### src/rtl/array_controller.sv
// Control FSM for the systolic-array datapath: fill the operand buffer from AXIS,
// stream it into the array, present the result on AXIS, then clear for the next job.
module array_controller (
    input  logic i_clk,
    input  logic i_rst,
    input  logic s_axis_valid,
    output logic s_axis_ready,
    input  logic m_axis_ready,
    output logic m_axis_valid,
    input  logic buff_is_empty,
    input  logic buff_is_full,
    output logic buff_rst_n,
    output logic buff_rd,
    output logic buff_wr,
    input  logic arr_C_valid,
    output logic arr_rst_n
);

    typedef enum logic [2:0] {
        ST_WAIT    = 3'd0,
        ST_FILL    = 3'd1,
        ST_COMPUTE = 3'd2,
        ST_OUTPUT  = 3'd3,
        ST_CLEAR   = 3'd4
    } state_e;

    state_e state_q;
    state_e state_d;

    always_ff @(posedge i_clk or posedge i_rst) begin
        if (i_rst) begin
            state_q <= ST_WAIT;
        end else begin
            state_q <= state_d;
        end
    end

    always_comb begin
        state_d      = state_q;
        s_axis_ready = 1'b0;
        m_axis_valid = 1'b0;
        buff_rst_n   = 1'b1;
        buff_rd      = 1'b0;
        buff_wr      = 1'b0;
        arr_rst_n    = 1'b0;

        unique case (state_q)
            ST_WAIT: begin
                // A full buffer at job start is stale and must be flushed first.
                if (buff_is_full) begin
                    state_d = ST_CLEAR;
                end else if (s_axis_valid) begin
                    state_d = ST_FILL;
                end
            end
            ST_FILL: begin
                s_axis_ready = !buff_is_full;
                buff_wr      = s_axis_valid && !buff_is_full;
                if (buff_is_full) begin
                    state_d = ST_COMPUTE;
                end
            end
            ST_COMPUTE: begin
                arr_rst_n = 1'b1;
                buff_rd   = !buff_is_empty;
                if (buff_is_empty && arr_C_valid) begin
                    state_d = ST_OUTPUT;
                end
            end
            ST_OUTPUT: begin
                m_axis_valid = 1'b1;
                arr_rst_n    = 1'b1;
                if (m_axis_ready) begin
                    state_d = ST_CLEAR;
                end
            end
            ST_CLEAR: begin
                buff_rst_n = 1'b0;
                state_d    = ST_WAIT;
            end
            default: begin
                state_d = ST_WAIT;
            end
        endcase

        // Outputs follow reset immediately, not at the next edge.
        if (i_rst) begin
            s_axis_ready = 1'b0;
            m_axis_valid = 1'b0;
            buff_rd      = 1'b0;
            buff_wr      = 1'b0;
            buff_rst_n   = 1'b0;
            arr_rst_n    = 1'b0;
        end
    end

endmodule

### config.mk
export PLATFORM = sky130hd
export DESIGN_NAME = array_controller
export DESIGN_NICKNAME = d
export VERILOG_FILES = /design/src/rtl/array_controller.sv
export SDC_FILE = /design/constraint.sdc
export NUM_CORES = 1
export LEC_CHECK = 0
export ABC_AREA = 1
export CELL_PAD_IN_SITES_DETAIL_PLACEMENT = 1
export CELL_PAD_IN_SITES_GLOBAL_PLACEMENT = 1
export CORE_AREA = 8 8 45 47
export DETAILED_ROUTE_END_ITERATION = 8
export DIE_AREA = 0 0 53 55
export GPL_TIMING_DRIVEN = 0
export HOLD_SLACK_MARGIN = 0.12
export PLACE_DENSITY = 0.62
export SYNTH_ARGS = -nofsm -noshare
export SYNTH_HDL_FRONTEND = slang
export SYNTH_SLANG_ARGS = --single-unit
### constraint.sdc
create_clock -name i_clk -period 1.2 [get_ports i_clk]
set_input_delay 0.24 -clock i_clk [delete_from_list [all_inputs] [get_ports i_clk]]
set_output_delay 0.24 -clock i_clk [all_outputs]
set_load 0.01 [all_outputs]
==> results of run 1 <==
-- power by group --
part	switching [uW]	internal [uW]
sequential	61.3	151
combinational	376	363
clock	52.6	125
total	490	639
-- layout make-up --
cell class | instances | area, um2
Multi-Input combinational cell | 32 | 200.2
Inverter | 6 | 25.02
Sequential cell | 3 | 76.32
Clock buffer | 4 | 26.28
Fill cell | 179 | 873.3
Timing Repair Buffer | 22 | 162.7
Tap cell | 16 | 20.02
-- routing by layer --
layer	share of wire (%)	vias up
li1	-	181
met5	0	-
met4	1.1	0
met3	7.0	2
met1	38	164
met2	53	9
-- logic make-up after synthesis --
group	Yosys count	synth area share, %
simple gates	29	55.24
buf+inv	6	8.571
flops	3	28.57
compound gates	3	7.616
-- critical path: stages (launching register included) --
cell and delay [ns]:
dfrtp_1 0.41, inv_2 0.07, nor2_4 0.15, inv_2 0.05
nor3_1 0.11, buf_2 0.15
-- placed cells by master (no fill, tap or decap) --
master	instances
nor2_1	5
clkbuf_1	1
inv_2	2
nand3_2	1
dfrtp_1	2
inv_1	3
nor3_1	2
inv_4	1
dlygate4sd2_1	2
buf_2	6
nor3_2	2
clkbuf_4	3
nand3_1	2
nand2_1	8
nand2_4	2
buf_4	10
o21bai_1	2
nand2_2	3
a21oi_1	1
clkdlybuf4s50_1	4
nor2_2	1
dfrtp_2	1
nor2_4	3
-- worst max-delay path by stage --
stage | start | slack, ns | to
floorplan | state_q[2] | 0.05 | buff_wr
global placement | buff_is_full | -0.64 | buff_wr
detailed placement | buff_is_full | -0.65 | buff_wr
CTS | state_q[2] | -0.23 | s_axis_ready
global route | state_q[1] | -0.31 | m_axis_valid
finish | state_q[1] | -0.22 | m_axis_valid
-- per-stage QoR --
| step | std cells | setup TNS, ns | hold slack (ns) |
|---|---|---|---|
| final | 83 | -1.278 | 0.1436 |
| after global routing | 83 | -2.068 | 0.1621 |
| after CTS | 78 | -1.164 | 0.1261 |
| after detailed placement | 69 | -3.835 | 0.6236 |
| after global placement | 69 | -3.818 | 0.6261 |
| after floorplan | 41 | 0 | -0.006356 |
-- repair_timing --
action                                  4_1_cts  5_1_grt
pin swaps                                     2        5
gates resized for setup                      29        8
endpoints found under the setup margin        6        7
buffers inserted                              5        5
==> results by group, run 1 <==
Run status
  – Outcome: finished, violations left
  – Failing checks: setup timing

Setup path
  – Crit Path Max Fanout: 3
  – Worst Setup End Kind: output pin
  – Worst EP required: about 0.96 ns
  – FF-to-FF End: state_q[2]
  – Reg-to-reg startpoint: state_q[1]
  – Critical path launch point type: register
  – Critical path class: reg -> out
  – Worst Reg2Reg Path Length in Cells: 8
  – Arrival @ worst endpoint: 1.18 ns
  – R2R Setup Slk: -0.09 ns

Global route
  – GR Layer Usage met3: 4.278%
  – Total track usage: around 7%
  – Initial antenna violation count: 0
  – Routing usage on met2: between 10% and 20%
  – Vias in the first global route: 340
  – GR Layer Usage met1: 7.034%
  – GRT Residual Overflow: 0
  – Pin count of the biggest net entering global routing: 8
  – GRT Max-Usage Layer: met2
  – First-pass GRT wire length: 1490 um

STA
  – Max Slew Vio Count: 0
  – PnR worst setup slack: -0.2207 ns
  – Fin crit period: 1.421 ns
  – RSZ-0062 raised after global routing: yes
  – Least-Margin Pin Slew: around 0.3 ns
  – Skew final: 0.0007212 ns
  – Final Setup Violations: 9
  – Peak Freq: 703.9 MHz
  – Period utilization: 118.4%
  – Relative slew slack: between 80% and 90%
  – Final Hold Violating Endpoints: 0

Logic synthesis
  – Post-synth top cells: nand2_1 (10), nor2_1 (5), inv_1 (4)
  – YS warnings: 0
  – Top FF cell, synth: dfrtp_1
  – Synth unique cells: 13
  – Post-synth EDFFs: 0
  – Post-synthesis async set-or-reset flop share: 100.0%
  – Post-synth top area cell: dfrtp_1
  – Area fraction of the dominant cell type after synthesis: ~29%
  – Synth Cell Area: 262.8 um2
  – Mapped Nets: 48
  – Seq/Total Area, Yosys: 28.57%
  – Syn Inst Count: 41
  – Most frequent cell after synthesis: nand2_1
  – Synth top area cells: dfrtp_1 (29%), nand2_1 (14%), nand2_2 (7.1%)
  – Mean Syn Cell Area: 6.409 um2
  – Synth Register Bits: 3

Finish
  – Finished layout cell area: between 500 and 600 um2
  – Reg with most FFs: state_q
  – Ant diodes: 0
  – Post-layout util: between 30 and 40%
  – Area Growth Syn to Fin: 94.29%
  – Final nets: 75
  – Largest register FFs: 3
  – Layout cells sized above 1: 52.24%
  – Largest registers: state_q: 3 flops

CTS
  – Worst skew pair latency: roughly 0.23 ns
  – CTS Buffer Depth: 2
  – CTS root buffer: clkbuf_4
  – CTS tree: yes
  – H-tree depth: 1
  – Cts bufs inserted: 3
  – Worst-path clk slew: approximately 0.04 ns
  – Clk sinks: 3
  – Cts hold-fix bufs: 0

Routing
  – Iteration-0 DRC Markers: 2
  – Final wirelength: 1061 um
  – Routed length per instance: 12.78 um
  – Drt pass-1 iters: 2
  – Via density: 4.289
  – Number of routed nets with antenna violations: 0
  – Vias: 356
  – DRC: 0

Die
  – Chip height: 55 um
  – Starting density of the core: 18.99%
  – Core Box Area: 0.001384 mm2
  – Row count: 14
  – Chip width: roughly 53 um
  – Num ports: 13
  – Die area: 0.002915 mm2

Place
  – Placer Congestion: 0.7581
  – Setup WS pre-CTS: -0.6484 ns
  – DPL Wire Length: approximately 620 um
  – PortBufs: 12
  – Area after DPL: 402.9 um2

Power
  – Power per cell area: 2211 mW/mm2
  – Pwr Total: 1129 uW
  – Leak Pwr: approximately 0.00027 uW
  – VDD IR max: between 0.0009 and 0.001 V

Hold path
  – Min-delay worst type: in -> async

Job
  – Max-cap viol count: 0
Power figures use the tool's default switching activity.
==> run 2, diff against run 1 <==
Settings changed: ABC_CLOCK_PERIOD_IN_PS from default to 1700.
Clock period 1.2 ns to 1.7 ns, I/O delays scaled along.
==> run 2 against run 1 <==
Against the previous run: the flow now finishes without violations; die area unchanged; cell count down 12%; utilization down 6.8 points; via count down 13%; register-to-register slack better by 0.71 ns; flip-flop and latch count unchanged; non-clock buffer count down 10; critical path type is now in -> out; critical endpoint is now buff_wr; largest power group unchanged.
==> results by group, run 2 (same netlist as run 1, synthesis figures left out) <==
Setup path
  – Critical path class: in -> out
  – Reg-to-reg startpoint: state_q[2]
  – Worst Setup End Kind: output pin
  – Crit path max-delay family: buffers and inverters
  – Max incr delay on CP: around 0.45 ns
  – FF-to-FF End: state_q[1]
  – CP max stage cell: clkdlybuf4s50_1
  – Worst Reg2Reg Path Length in Cells: 6
  – Critical Path, Cell by Cell: clkdlybuf4s50_1, nor2_2, nand2_2, nor3_2, buf_2
  – R2R Setup Slk: 0.62 ns
  – Crit Path Max Fanout: 3
  – Buf/Inv on CP: 2
  – Worst setup path end: buff_wr
  – Critical path depth: 5
  – Worst EP required: 1.36 ns
  – CP startpoint: buff_is_full
  – Arrival @ worst endpoint: 1.27 ns
  – Critical path launch point type: input pin

Hold path
  – Min-delay worst type: in -> async

CTS
  – Worst skew pair latency: 0.23 ns
  – Worst-path clk slew: 0.04 ns
  – CTS Buffer Depth: 2
  – CTS tree: yes
  – Clk sinks: 3
  – Setup bufs post-CTS: 0
  – H-tree depth: 1
  – CTS root buffer: clkbuf_4
  – Cts bufs inserted: 3

Routing
  – Routed length per instance: 11.45 um
  – Final wirelength: 836 um
  – Drt pass-1 iters: 2
  – Via density: 4.219
  – Number of routed nets with antenna violations: 0
  – Iteration-0 DRC Markers: 3
  – Vias: 308
  – DRC: 0

Place
  – Inst Count DP: 69
  – Placer Congestion: 0.7581
  – DPL Wire Length: between 600 and 700 um
  – PortBufs: 12

STA
  – Relative slew slack: about 81%
  – Hold_ws: between 0.2 and 0.25 ns
  – Least-Margin Pin Slew: 0.2800 ns
  – Max Slew Vio Count: 0
  – Skew final: 0.0002316 ns
  – Final Hold Violating Endpoints: 0
  – Fin crit period: 1.615 ns
  – Peak Freq: 619.2 MHz
  – RSZ-0062 raised after global routing: no
  – Period utilization: 95.00%
  – Final Setup Violations: 0

Power
  – VDD IR max: 0.0005608 V
  – Power per cell area: 1428 mW/mm2
  – Leak Pwr: 0.0002125 uW

Finish
  – Post-route insts no fill: 73
  – Largest register FFs: 3
  – Reg with most FFs: state_q
  – Filler Cell Count: 185
  – Layout cells sized above 1: 31.58%
  – Largest registers: state_q: 3 flops
  – Final nets: 65
  – Post-layout util: 30.11%
  – Area Growth Syn to Fin: 58.57%
  – Ant diodes: 0
  – Commonest non-fill, non-tap cell in the layout: nand2_1
  – Leading cell types in the layout, fill and taps excluded: nand2_1 (10), nor2_1 (5), clkdlybuf4s50_1 (5)

Global route
  – Vias in the first global route: 307
  – Initial antenna violation count: 0
  – First-pass GRT wire length: 1317 um
  – Pin count of the biggest net entering global routing: 8
  – GRT Residual Overflow: 0
  – Total track usage: 6.462%

Die
  – Core Box Area: 0.001384 mm2
  – Chip width: 53 um
  – Chip height: 55 um
  – Starting density of the core: 18.99%
  – Row count: 14
  – Die area: just under 0.003 mm2
  – Num ports: 13

Run status
  – Outcome: finished, final reports clean

Job
  – Max-cap viol count: 0
run 2: changes by cell type in the layout (fill, tap and decap cells not counted), moves of 2 or more:
cell      before  now
nand2_1        8   10
buf_4         10    0
nor2_4         3    1
nor2_2         1    3
buf_2          6    1
clkbuf_2       0    2
nand2_4        2    0
run 2: where the power goes:
group / switching (uW) / total, uW / internal, uW
combinational: 202 / 329 / 127
clock: 36.2 / 124 / 87.9
sequential: 35.4 / 142 / 106
run 2: timing repair:
item                                   CTS  global route
setup endpoints to repair                6             4
hold buffers                             0             0
resized for setup                       11             6
endpoints found under the hold margin    0             0
run 2: final cells by class:
type / instances / area (um2) / share of cell area [%]
multi-input cells: 32 / 170.2 / 40.84
repair buffers: 12 / 101.3 / 24.32
flip-flops and latches: 3 / 76.32 / 18.32
clock buffers: 4 / 26.28 / 6.306
inverters: 6 / 22.52 / 5.405
well taps: 16 / 20.02 / 4.805
run 2: per-layer routing:
layer  up-vias  wire, um  GRT usage [%]
met5         -         0              0
met2         9       394          9.570
met1       139       376          6.575
met4         0        12          5.172
li1        158         -              -
met3         2        52          3.743
run 2: stage by stage:
stage               power, uW  setup slack (ns)  area [um2]  setup TNS (ns)
floorplan               380.0            0.4472       262.8               0
global placement        490.1           -0.3359       402.9          -1.743
detailed placement      484.6           -0.3484       402.9          -1.767
CTS                     608.2          -0.03593       425.4        -0.03593
global route            663.2          0.009450       416.7               0
finish                  595.2           0.08504       416.7               0
run 2: how the worst min path moves through the flow:
stage / start / endpoint / slack [ns] / cells after the start
after global routing: i_rst / state_q[1] / 0.26 / 2
after global placement: state_q[0] / state_q[0] / 0.63 / 3
after CTS: i_rst / state_q[0] / 0.23 / 2
final: i_rst / state_q[2] / 0.24 / 2
after detailed placement: state_q[0] / state_q[0] / 0.62 / 3
after floorplan: i_rst / state_q[0] / 0.09 / 1
